===== config.mk =====
export PLATFORM = sky130hd
export DESIGN_NAME = uart_rx_flat
export DESIGN_NICKNAME = d
export VERILOG_FILES = /design/src/rtl/uart_rx_if.sv /design/src/rtl/uart_rx.sv /design/src/flat_wrapper.sv
export SDC_FILE = /design/constraint.sdc
export NUM_CORES = 1
export LEC_CHECK = 0
export ABC_AREA = 1
export CAP_MARGIN = 5
export CORE_UTILIZATION = 30
export CTS_CLUSTER_SIZE = 14
export DETAILED_ROUTE_END_ITERATION = 12
export GPL_TIMING_DRIVEN = 1
export PLACE_DENSITY = 0.5
export SETUP_SLACK_MARGIN = 0.1
export SKIP_LAST_GASP = 1
export SYNTH_ARGS = -nofsm -noshare
export SYNTH_HDL_FRONTEND = slang
export SYNTH_SLANG_ARGS = --single-unit

===== constraint.sdc =====
create_clock -name clk -period 1.5 [get_ports clk]
set_input_delay 0.3 -clock clk [delete_from_list [all_inputs] [get_ports clk]]
set_output_delay 0.3 -clock clk [all_outputs]
set_load 0.01 [all_outputs]

===== src/rtl/uart_rx_if.sv =====
// Receiver-side bundle for uart_rx: serial line in, acknowledge in, received byte and status out.
interface uart_rx_if;
    logic       RX;
    logic       clr_rdy;
    logic [7:0] rx_data;
    logic       rdy;
    logic       frame_err;
    logic       overrun;

    modport master (
        output RX,
        output clr_rdy,
        input  rx_data,
        input  rdy,
        input  frame_err,
        input  overrun
    );

    modport slave (
        input  RX,
        input  clr_rdy,
        output rx_data,
        output rdy,
        output frame_err,
        output overrun
    );
endinterface


===== src/rtl/uart_rx.sv =====
// 8N1 UART receiver: mid-bit sampling of a synchronized RX line, with a byte-ready
// handshake, a frame error flag and an overrun flag.
module uart_rx #(
    parameter int unsigned BAUD_DIV = 5208
) (
    input  logic      clk,
    input  logic      rst,
    uart_rx_if.slave  bus
);
    localparam int unsigned CNT_W    = 13;
    localparam int unsigned BIT_W    = 4;
    localparam int unsigned HALF_DIV = BAUD_DIV / 2;
    localparam logic [CNT_W-1:0] HALF_LAST = CNT_W'(HALF_DIV - 1);
    localparam logic [CNT_W-1:0] FULL_LAST = CNT_W'(BAUD_DIV - 1);
    localparam logic [BIT_W-1:0] LAST_BIT  = BIT_W'(7);

    typedef enum logic [1:0] {IDLE, START, DATA, STOP} state_t;

    state_t           state_q, state_d;
    logic             rx_meta, rx_s;
    logic [1:0]       sync_vld;
    logic             armed_q, armed_d;
    logic [CNT_W-1:0] cnt_q, cnt_d;
    logic [BIT_W-1:0] bit_q, bit_d;
    logic [7:0]       shift_q, shift_d;
    logic [7:0]       data_q, data_d;
    logic             rdy_q, rdy_d;
    logic             ferr_q, ferr_d;
    logic             ovr_q, ovr_d;

    // Two-flop synchronizer; sync_vld marks when rx_s reflects the real line rather than reset values.
    always_ff @(posedge clk) begin
        if (rst) begin
            rx_meta  <= 1'b1;
            rx_s     <= 1'b1;
            sync_vld <= 2'b00;
        end else begin
            rx_meta  <= bus.RX;
            rx_s     <= rx_meta;
            sync_vld <= {sync_vld[0], 1'b1};
        end
    end

    always_ff @(posedge clk) begin
        if (rst) begin
            state_q <= IDLE;
            armed_q <= 1'b0;
            cnt_q   <= '0;
            bit_q   <= '0;
            shift_q <= '0;
            data_q  <= 8'h00;
            rdy_q   <= 1'b0;
            ferr_q  <= 1'b0;
            ovr_q   <= 1'b0;
        end else begin
            state_q <= state_d;
            armed_q <= armed_d;
            cnt_q   <= cnt_d;
            bit_q   <= bit_d;
            shift_q <= shift_d;
            data_q  <= data_d;
            rdy_q   <= rdy_d;
            ferr_q  <= ferr_d;
            ovr_q   <= ovr_d;
        end
    end

    // A start is only accepted after the line has been seen high, so a line stuck low is not a frame.
    always_comb begin
        state_d = state_q;
        armed_d = armed_q | (sync_vld[1] & rx_s);
        cnt_d   = cnt_q + CNT_W'(1);
        bit_d   = bit_q;
        shift_d = shift_q;
        data_d  = data_q;
        rdy_d   = rdy_q;
        ferr_d  = ferr_q;
        ovr_d   = ovr_q;

        if (bus.clr_rdy) begin
            rdy_d = 1'b0;
            ovr_d = 1'b0;
        end

        case (state_q)
            IDLE: begin
                cnt_d = '0;
                if (armed_q && !rx_s) begin
                    state_d = START;
                    bit_d   = '0;
                    ferr_d  = 1'b0;
                end
            end
            START: begin
                if (cnt_q == HALF_LAST) begin
                    cnt_d   = '0;
                    state_d = rx_s ? IDLE : DATA;
                end
            end
            DATA: begin
                if (cnt_q == FULL_LAST) begin
                    cnt_d   = '0;
                    shift_d = {rx_s, shift_q[7:1]};
                    bit_d   = bit_q + BIT_W'(1);
                    if (bit_q == LAST_BIT) begin
                        state_d = STOP;
                    end
                end
            end
            STOP: begin
                if (cnt_q == FULL_LAST) begin
                    cnt_d   = '0;
                    state_d = IDLE;
                    if (rx_s) begin
                        // A completing byte beats a same-cycle acknowledge.
                        data_d = shift_q;
                        rdy_d  = 1'b1;
                        if (rdy_q && !bus.clr_rdy) begin
                            ovr_d = 1'b1;
                        end
                    end else begin
                        ferr_d  = 1'b1;
                        armed_d = 1'b0;
                    end
                end
            end
            default: state_d = IDLE;
        endcase
    end

    assign bus.rx_data   = data_q;
    assign bus.rdy       = rdy_q;
    assign bus.frame_err = ferr_q;
    assign bus.overrun   = ovr_q;
endmodule

===== src/flat_wrapper.sv =====
// flat-port wrapper written by rule: the top's interface ports become plain ports
module uart_rx_flat 
#(
    parameter int unsigned BAUD_DIV = 5208
)
  (clk, rst, bus_RX, bus_clr_rdy, bus_rx_data, bus_rdy, bus_frame_err, bus_overrun);
  uart_rx_if bus_i ();
  input  logic clk;
  input  logic rst;
  input wire logic [$bits(bus_i.RX)-1:0] bus_RX;
  input wire logic [$bits(bus_i.clr_rdy)-1:0] bus_clr_rdy;
  output wire logic [$bits(bus_i.rx_data)-1:0] bus_rx_data;
  output wire logic [$bits(bus_i.rdy)-1:0] bus_rdy;
  output wire logic [$bits(bus_i.frame_err)-1:0] bus_frame_err;
  output wire logic [$bits(bus_i.overrun)-1:0] bus_overrun;
  assign bus_i.RX = bus_RX;
  assign bus_i.clr_rdy = bus_clr_rdy;
  assign bus_rx_data = bus_i.rx_data;
  assign bus_rdy = bus_i.rdy;
  assign bus_frame_err = bus_i.frame_err;
  assign bus_overrun = bus_i.overrun;
  uart_rx #(.BAUD_DIV(BAUD_DIV)) u_core (.clk(clk), .rst(rst), .bus(bus_i));
endmodule

* After elaboration in Yosys (flattened, before gate mapping)
Cells that the tools add are included.
** Word-level totals
- Register bits after elaboration :: 43
- Bits in latches :: 0
- RAM bits :: 0
- ROM bits :: 0
- Bits of input ports :: 4
- Output and inout bits :: 11
- Logic and storage cells :: 72
- Memories :: 0
** Cells by class
- Add/sub/neg operators :: 2
- Multipliers :: 0
- Divide/modulo/power cells :: 0
- Order comparisons :: 0
- Equal/unequal tests :: 12
- Shift-type cells :: 0
- Multiplexer cells :: 30
- Bitwise logic cells :: 2
- Reduce and logical (&&, ||, !) cells :: 13
** Operators by type and width (number)
- case mux 13 bit (3 select lines) :: 1
- two-way mux 13 bit :: 2
- two-way mux 1 bit :: 16
- adder 13 x 1 -> 13 bit (second input constant) :: 1
- == test 13 x 12 -> 1 bit (second input constant) :: 1
- == test 13 bit (second input constant) :: 1
- two-way mux 2 bit :: 6
- != test 2 x 1 -> 1 bit (second input constant) :: 5
- two-way mux 4 bit :: 2
- case mux 2 bit (4 select lines) :: 1
- case mux 4 bit (2 select lines) :: 1
- AND reduction 3 bit :: 2
- AND reduction 5 bit :: 1
- adder 4 x 1 -> 4 bit (second input constant) :: 1
- == test 2 bit (second input constant) :: 2
- == test 4 x 3 -> 1 bit (second input constant) :: 1
- AND reduction 4 bit :: 1
- nonzero test 2 bit :: 2
- == test 2 x 1 -> 1 bit (second input constant) :: 1
- logical AND 1 bit :: 2
- zero test 1 bit :: 2
- zero test 2 bit :: 1
- != test 2 bit (second input constant) :: 1
- case mux 1 bit (2 select lines) :: 1
- other kinds (4) :: 4

* Depth between registers and ports, before layout
Gate-level depths: netlist of run 1.
- Depth in word-level cells :: 6
- Depth in mapped cells :: 11
- Depth with buffers taken out :: 11

* Least setup slack after synthesis of run 1
OpenSTA, ideal clock, no wires.
- Path kind :: reg-to-reg
- From :: register u_core.cnt_q[0]
- To :: register u_core.ovr_q, in the netlist u_core.bus.overrun
- Library setup time :: 0.066 ns
- Arrival :: 1.419 ns
- Data required time :: 1.434 ns
- Setup slack :: 0.015 ns
- Stages on the path, launching flop included :: 9
- Path buffers :: 1
- Clock period less this slack :: 1.485 ns
- Path through :: dfxtp_1 ha_1 nand2_2 nor2_2 nand3_4 nor3_4 buf_6 nand2_4 a21oi_2
** On the way
- Word-level cells in the longest chain between the ends :: 3
** RTL lines
- from (decl) :: line uart_rx.sv:23 : logic [CNT_W-1:0] cnt_q, cnt_d;
- from (signal assigned) :: line uart_rx.sv:58 : cnt_q <= cnt_d;
- == test 13 bit :: line uart_rx.sv:111 : if (cnt_q == FULL_LAST) begin
- two-way mux 1 bit :: line uart_rx.sv:111
- two-way mux 1 bit :: line uart_rx.sv:85 : case (state_q)
- to (signal assigned) :: line uart_rx.sv:64 : ovr_q <= ovr_d;
- to (decl) :: line uart_rx.sv:29 : logic ovr_q, ovr_d;
Every way passes these cells.
A chain may end at the register's enable or synchronous reset.

* Worst setup path after layout of run 1
- From :: register u_core.cnt_q[1]
- To :: register u_core.shift_q[5]
** On the way
- Word-level cells in the longest chain between the ends :: 2
** RTL lines
- == test 13 bit :: line uart_rx.sv:101 : if (cnt_q == FULL_LAST) begin
- AND reduction 2 bit (no line)
- to (signal assigned) :: line uart_rx.sv:60 : shift_q <= shift_d;
- to (decl) :: line uart_rx.sv:25 : logic [7:0] shift_q, shift_d;
Every way passes these cells.

==> impl_metrics.json, run 1 <==
{
  "place_area_sq_um": 2323,
  "htreeDepth": 2,
  "clock_latency_ns": 0.29,
  "start_util_pct": 31.47,
  "fin_total_pwr_mw": 2.279,
  "cp_max_fo": 16,
  "areaGrowthSynthToFinish_pct": 40.54,
  "grt_use_total_pct": 13.92,
  "holdBufCountCts": 0,
  "critical_path.slowest_cell": "dfxtp_2",
  "max_freq_ghz": 0.6807,
  "drc_errors": 0,
  "rsz0062_at_grt": "true",
  "hold_path_end": "u_core.sync_vld[1]$_SDFF_PP0_",
  "numCtsBuffers": 5,
  "pwr-share-comb_pct": 7.5,
  "cts_tree": "done",
  "synth_top_area_share_pct": 45.65,
  "synthTopCellsByArea": "dfxtp_1 46%, nand2_1 8.4%, nor2_1 6.8%",
  "dieHeight_um": 81.28,
  "p_sw_uw": 517.5,
  "cts_buffer_depth": 2,
  "synth_edf_count": 0,
  "io_pins": 15,
  "wirelength_um": 4308,
  "rrSetupSlack_ns": 0.03,
  "worstReg2RegStart": "u_core.cnt_q[1]$_SDFF_PP0_",
  "hold_path_startpoint": "u_core.sync_vld[0]$_DFF_P_",
  "cts_root_buffer": "clkbuf_8",
  "period_share_pct": 97.93,
  "fp.dieArea_sq_um": 6606,
  "core.rowCount": 28,
  "p_seq_share_pct": 51.4,
  "grt_max_degree": 20,
  "drt-vias-per-instance": 4.598,
  "status": "finished clean",
  "synth_seq_cells": 43,
  "final_area_sq_um": 2650,
  "synth-async-reset-ratio_pct": 0,
  "cap_violations": 0,
  "coreArea_sq_um": 5991,
  "power_density_nw_per_um2": 859.8,
  "antenna_cells": 0,
  "cp.required_ns": 1.71,
  "yosysWarnings": 0,
  "nFillCells": 601,
  "p_leak_nw": 1.094,
  "vias": 1706,
  "hold_path.class": "reg2reg",
  "syn-num-nets": 254,
  "cp_cell_sequence": "ha_4, nand2_4, nor2_4, nand3_4, buf_6, nor2_4, buf_12, nor2_1, a211oi_1",
  "relSlewSlack_pct": 69.06,
  "clock-sinks": 43,
  "critPathKind": "reg2reg",
  "tightest_slew_ns": 0.4598,
  "synth_cell_types": 28,
  "hpwlAfterDp_um": 2917,
  "p_int_mw": 1.761,
  "layout-drive-gt1-share_pct": 32.43,
  "gp_congestion": 0.8086,
  "dr.pass1.iters": 4,
  "clkPwrFrac_pct": 41.1,
  "synth.avg_cell_area_sq_um": 7.603,
  "syn_area_sq_um": 1886,
  "crit_path_end_kind": "flop",
  "fin_crit_ns": 1.469,
  "synth_most_common_cell": "dfxtp_1",
  "crit_family": "simple AND/OR/NAND/NOR gates",
  "ys_seq_area_share_pct": 45.65,
  "hold_viol": 0,
  "grt_pass1_wl_um": 6927,
  "hold_path_depth": 2,
  "arrival_ns": 1.68,
  "grt_overflow_total": 0,
  "wl_per_cell_um": 11.61,
  "drtAntennaViolNets": 0,
  "ys_top_cells_by_count": "43 x dfxtp_1, 42 x nand2_1, 34 x nor2_1",
  "synthCells": 248,
  "grt_pass1_vias": 1550,
  "portBuffers": 14,
  "nets": 301,
  "setup_viol": 0,
  "seq_area_sq_um": 864.6,
  "reg2regPathDepth": 9,
  "r2r-end": "u_core.shift_q[5]$_SDFFE_PP0P_",
  "synthFlopType": "dfxtp_1",
  "clock_skew_ns": 0.003489,
  "drtIter0Drc": 57,
  "maxSlewViolCount": 0,
  "cp-startpoint": "u_core.cnt_q[1]$_SDFF_PP0_",
  "cp-start-kind": "flop",
  "dieWidth_um": 81.28,
  "cpMostUsedCell": "nor2_4",
  "antenna_found_initial": 0,
  "path_buf_inv": 2,
  "ir_drop_v": 0.0004432,
  "p_sw_share_pct": 22.71,
  "multi_input_area_sq_um": 1047,
  "synth.largest_area_cell": "dfxtp_1",
  "cp_slowest_stage_delay_ns": 0.36,
  "path_clk_slew_ns": 0.08
}
## worst max path at each step
| stage | slack, ns | endpoint | cells after the start |
|---|---|---|---|
| floorplan | 0.09 | u_core.bus.overrun$_SDFF_PP0_ | 8 |
| global placement | 0.02 | u_core.bus.rx_data[0]$_SDFFE_PP0P_ | 8 |
| detailed placement | 0.001 | u_core.state_q[0]$_SDFFE_PP0P_ | 10 |
| CTS | 0.03 | u_core.bus.rx_data[3]$_SDFFE_PP0P_ | 8 |
| global route | -0.08 | u_core.shift_q[5]$_SDFFE_PP0P_ | 9 |
| finish | 0.03 | u_core.shift_q[5]$_SDFFE_PP0P_ | 9 |
## worst register-to-register path, delay by kind of cell (launching register included)
kind | cells | cell delay (ns)
compound gates | 1 | 0.17
simple gates | 5 | 0.43
buf+inv | 2 | 0.30
flops | 1 | 0.36
fa+ha+maj | 1 | 0.15
## flip-flops by register name, summed over array words and instances (netlist names), named ones only
name	count
u_core.bus.frame_err	1
u_core.bus.rdy	1
u_core.rx_meta	1
u_core.rx_s	1
u_core.bit_q	4
u_core.sync_vld	2
u_core.state_q	1
u_core.armed_q	1
u_core.cnt_q	13
u_core.shift_q	8
u_core.bus.rx_data	8
u_core.bus.overrun	1
## per-stage QoR
| step | worst slack [ns] | TNS (ns) | hold WS, ns | util, % | cells |
|---|---|---|---|---|---|
| after floorplan | 0.09473 | 0 | 0.3883 | - | 248 |
| after detailed placement | 0.0009596 | 0 | 0.3921 | 38.78 | 357 |
| after CTS | 0.02514 | 0 | 0.4038 | 41.44 | 367 |
| after global routing | -0.07899 | -1.006 | 0.4337 | 44.24 | 371 |
| final | 0.03100 | 0 | 0.4032 | 44.24 | 371 |
| after global placement | 0.01617 | 0 | 0.3914 | 38.78 | 357 |
## power groups by stage
stage               Combinational, mW  Clock [mW]  Sequential (mW)
CTS                             0.138       0.964             1.17
finish                          0.171       0.935             1.17
global route                    0.190        1.02             1.17
global placement                0.124           0             1.20
detailed placement              0.125           0             1.20
floorplan                      0.0796           0             1.19
## layer usage
| metal | vias to the layer above | routed length (um) | GRT usage [%] |
|---|---|---|---|
| li1 | 900 | - | - |
| met1 | 780 | 2138 | 18.12 |
| met2 | 19 | 1963 | 21.75 |
| met3 | 7 | 134 | 3.371 |
| met4 | 0 | 72 | 5.893 |
| met5 | - | 0 | 0 |
## cells in the final DEF, fill, tap and decap left out, types with 2 or more instances in the layout
cell | synthesis | final
buf_4 | 0 | 25
o21ai_2 | 0 | 6
dfxtp_1 | 43 | 40
nand3_2 | 0 | 4
nor3b_2 | 1 | 3
nor2_2 | 2 | 9
inv_2 | 4 | 5
nor3_1 | 9 | 6
a21oi_2 | 1 | 3
a21oi_1 | 23 | 19
or2_2 | 2 | 2
dlygate4sd2_1 | 0 | 11
xor2_1 | 3 | 3
nor2_4 | 2 | 3
a211oi_2 | 0 | 2
a21oi_4 | 0 | 2
nand2_1 | 42 | 38
inv_1 | 33 | 32
o21ai_0 | 10 | 4
buf_6 | 2 | 3
nand3_1 | 11 | 7
nand2_4 | 1 | 5
nand2_2 | 2 | 2
clkbuf_8 | 0 | 6
a211oi_1 | 9 | 7
nor3_2 | 2 | 5
clkdlybuf4s50_1 | 0 | 3
dfxtp_2 | 0 | 3
buf_12 | 0 | 2
nor2_1 | 34 | 26
## logic make-up after synthesis
kind of cell	count (synthesis)	synth area share, %
AND/OR/NAND/NOR	114	29.20
AO/OA/AOI/OAI	44	13.27
flip-flops	43	45.65
buffers and inverters	42	9.157
adder cells (fa/ha/maj)	2	1.327
XOR/XNOR	3	1.394
## final cells by class
class                   count  share of cell area (%)
repair buffers             44                   14.64
clock buffers               6                   3.116
inverters                  37                   5.241
well taps                  75                   3.541
flip-flops and latches     43                   32.63
multi-input cells         164                   39.52
clock inverters             2                   1.322
## timing repair
action | CTS | global route
setup endpoints to repair | 45 | 38
pin swaps | 1 | 3
resized for setup | 29 | 34
buffers inserted | 1 | 3
gates cloned | 1 | 1
Power figures use the tool's default switching activity.
==> run 2: changes to the inputs <==
--- a/config.mk
+++ b/config.mk
@@ -5,15 +5,14 @@
 export SDC_FILE = /design/constraint.sdc
 export NUM_CORES = 1
 export LEC_CHECK = 0
-export ABC_AREA = 1
 export CAP_MARGIN = 5
 export CORE_UTILIZATION = 30
+export CTS_CLUSTER_DIAMETER = 120
 export CTS_CLUSTER_SIZE = 14
 export DETAILED_ROUTE_END_ITERATION = 12
 export GPL_TIMING_DRIVEN = 1
 export PLACE_DENSITY = 0.5
 export SETUP_SLACK_MARGIN = 0.1
-export SKIP_LAST_GASP = 1
 export SYNTH_ARGS = -nofsm -noshare
 export SYNTH_HDL_FRONTEND = slang
 export SYNTH_SLANG_ARGS = --single-unit
==> run 2 against run 1 <==
Against the previous run: the flow now finishes with violations (setup timing); combinational power down 62%; sequential share of layout area up 0.69 points; power down 8.1%; first-iteration DRC count down 16%; wire length down 8.0%; synthesized area down 3.9%; utilization up 1.6 points; final area down 1.8%; fmax down 25%; die area down 3.8%; global-route usage down 0.18 points; critical path type unchanged; critical endpoint is now u_core.bit_q[2]$_SDFFE_PP0P_.
==> impl_metrics.json, run 2 <==
{
  "cp-startpoint": "u_core.cnt_q[11]$_SDFF_PP0_",
  "nFillCells": 559,
  "synth_most_common_cell": "dfxtp_1",
  "nets": 260,
  "setup_ws_ns": -0.4478,
  "synthFlopType": "dfxtp_1",
  "p_int_mw": 1.653,
  "maxSlewViolCount": 0,
  "grt_max_degree": 14,
  "p_leak_nw": 0.9960,
  "synth_edf_count": 0,
  "drtAntennaViolNets": 0,
  "drc_errors": 0,
  "synth_cell_types": 39,
  "areaGrowthSynthToFinish_pct": 43.65,
  "fin_crit_ns": 1.948,
  "clkPwrFrac_pct": 41.9,
  "max_freq_ghz": 0.5134,
  "antenna_cells": 0,
  "ys_top_cells_by_count": "43 x dfxtp_1, 29 x nor2_1, 23 x nand2_1",
  "p_sw_share_pct": 21.09,
  "grt_pass1_wl_um": 6789,
  "synth-async-reset-ratio_pct": 0,
  "hpwlAfterDp_um": 2686,
  "violations": "setup timing",
  "relSlewSlack_pct": 79.63,
  "final_cell_mix": "40 x dfxtp_1, 34 x buf_4, 28 x nor2_1, 23 x nand2_1, 11 x dlygate4sd2_1",
  "yosysWarnings": 0,
  "drtIter0Drc": 48,
  "io_pins": 15,
  "worstReg2RegStart": "u_core.cnt_q[11]$_SDFF_PP0_",
  "whs_ns": 0.4328,
  "pwr-share-comb_pct": 3.1,
  "final_common_cell": "dfxtp_1",
  "synthCells": 205,
  "p_seq_share_pct": 55.0,
  "clock-sinks": 43,
  "synth.avg_cell_area_sq_um": 8.838,
  "tightest_slew_ns": 0.3047,
  "arrival_ns": 2.18,
  "cp.required_ns": 1.73,
  "hold_viol": 0,
  "fp.dieArea_sq_um": 6354,
  "coreArea_sq_um": 5675,
  "grt_pass1_vias": 1499,
  "largest_reg_flops": 13,
  "clock_skew_ns": 0.01014,
  "synthTopCellsByArea": "dfxtp_1 48%, nor2_1 6.0%, nand2_1 4.8%",
  "wl_per_cell_um": 12.13,
  "gp_congestion": 0.7079,
  "rsz0062_at_grt": "true",
  "critPathKind": "reg2reg",
  "setup_viol": 36,
  "portBuffers": 14,
  "dr.pass1.iters": 4,
  "hold_path.class": "reg2reg",
  "dieWidth_um": 79.71,
  "power_density_nw_per_um2": 805.0,
  "start_util_pct": 31.92,
  "wirelength_um": 3965,
  "ys_seq_area_share_pct": 47.51,
  "htreeDepth": 2,
  "syn_area_sq_um": 1812,
  "grt_overflow_total": 0,
  "dieHeight_um": 79.71,
  "path_clk_slew_ns": 0.08,
  "synth_seq_cells": 43,
  "cts_tree": "done",
  "syn-num-nets": 211,
  "cp_max_fo": 5,
  "synth_top_area_share_pct": 47.51,
  "cp-start-kind": "flop",
  "clock_latency_ns": 0.30,
  "cap_violations": 0,
  "crit_path_end_kind": "flop",
  "grt_use_total_pct": 13.75,
  "fin_total_pwr_mw": 2.095,
  "cts_root_buffer": "clkbuf_8",
  "hold_path_startpoint": "u_core.rx_meta$_SDFF_PP1_",
  "period_share_pct": 129.9,
  "ir_drop_v": 0.0004426,
  "antenna_found_initial": 0,
  "largest_register": "u_core.cnt_q",
  "p_sw_uw": 441.7,
  "status": "complete, but fails checks",
  "core.rowCount": 27,
  "layout-drive-gt1-share_pct": 30.20,
  "numCtsBuffers": 5,
  "drt-vias-per-instance": 4.826,
  "synth.largest_area_cell": "dfxtp_1",
  "cts_buffer_depth": 2,
  "vias": 1578
}
## run 2: repair_timing
action | in CTS | in global routing
gates cloned | 0 | 1
pin swaps | 4 | 6
setup endpoints to repair | 50 | 39
gates resized for setup | 29 | 13
hold buffers | 0 | 0
buffers inserted | 2 | 2
## run 2: path summary, 6_finish.rpt
path / to / cells past startpoint / slack [ns]
worst max-delay path: u_core.bit_q[2]$_SDFFE_PP0P_ / 4 / -0.45
worst max register to register: u_core.bit_q[2]$_SDFFE_PP0P_ / 4 / -0.45
worst min-delay path: u_core.rx_s$_SDFF_PP1_ / 1 / 0.43
worst min register to register: u_core.rx_s$_SDFF_PP1_ / 1 / 0.43
## run 2: layout make-up
cell class,instances,area (sq um),share of cell area [%]
inverter,3,11.26,0.4327
timing repair buffer,53,469.2,18.03
clock inverter,1,5.005,0.1923
sequential,43,867.1,33.32
tap,72,90.09,3.462
clock buffer,7,107.6,4.135
multi-input combinational,148,1052,40.43
## run 2: through the flow
step           util (%)  cells  setup TNS (ns)  instance area (sq um)  worst slack, ns
3_5_place_dp      40.67    315          -9.785                   2308          -0.4201
6_report          45.86    327          -9.266                   2603          -0.4478
2_1_floorplan         -    205          -9.371                   1879          -0.4604
3_3_place_gp      40.67    315          -9.340                   2308          -0.3951
5_1_grt           45.86    327          -11.91                   2603          -0.5034
4_1_cts           44.25    325          -8.563                   2511          -0.4330
## run 2: logic make-up after synthesis
logic type | after synthesis | share of synthesized area (%)
AND/OR/NAND/NOR | 102 | 29.63
flip-flops | 43 | 47.51
AO/OA/AOI/OAI | 25 | 8.081
buffers and inverters | 14 | 3.661
XOR/XNOR | 11 | 5.318
multiplexers | 8 | 4.420
adder cells (fa/ha/maj) | 2 | 1.381
## run 2: metal layers
layer  global-route usage [%]  vias to the layer above  part of all wire (%)
met5                        0                        -                     0
met4                    5.455                        0                   1.6
met3                    3.429                        8                   3.0
met2                    22.22                       22                    46
met1                    17.38                      737                    49
li1                         -                      811                     -
## run 2: worst max-delay path, stage by stage, from the launching register on
cell	delay (ns)
dfxtp_1	0.31
or4b_4	0.54
or4_4	0.56
or3_4	0.35
a21oi_2	0.13
## run 2: power by group through the flow
stage,Clock (mW),Sequential [mW],Combinational (mW)
floorplan,0,1.18,0.0320
global placement,0,1.18,0.0610
detailed placement,0,1.18,0.0606
CTS,0.908,1.15,0.0618
global route,0.954,1.15,0.0718
finish,0.877,1.15,0.0652
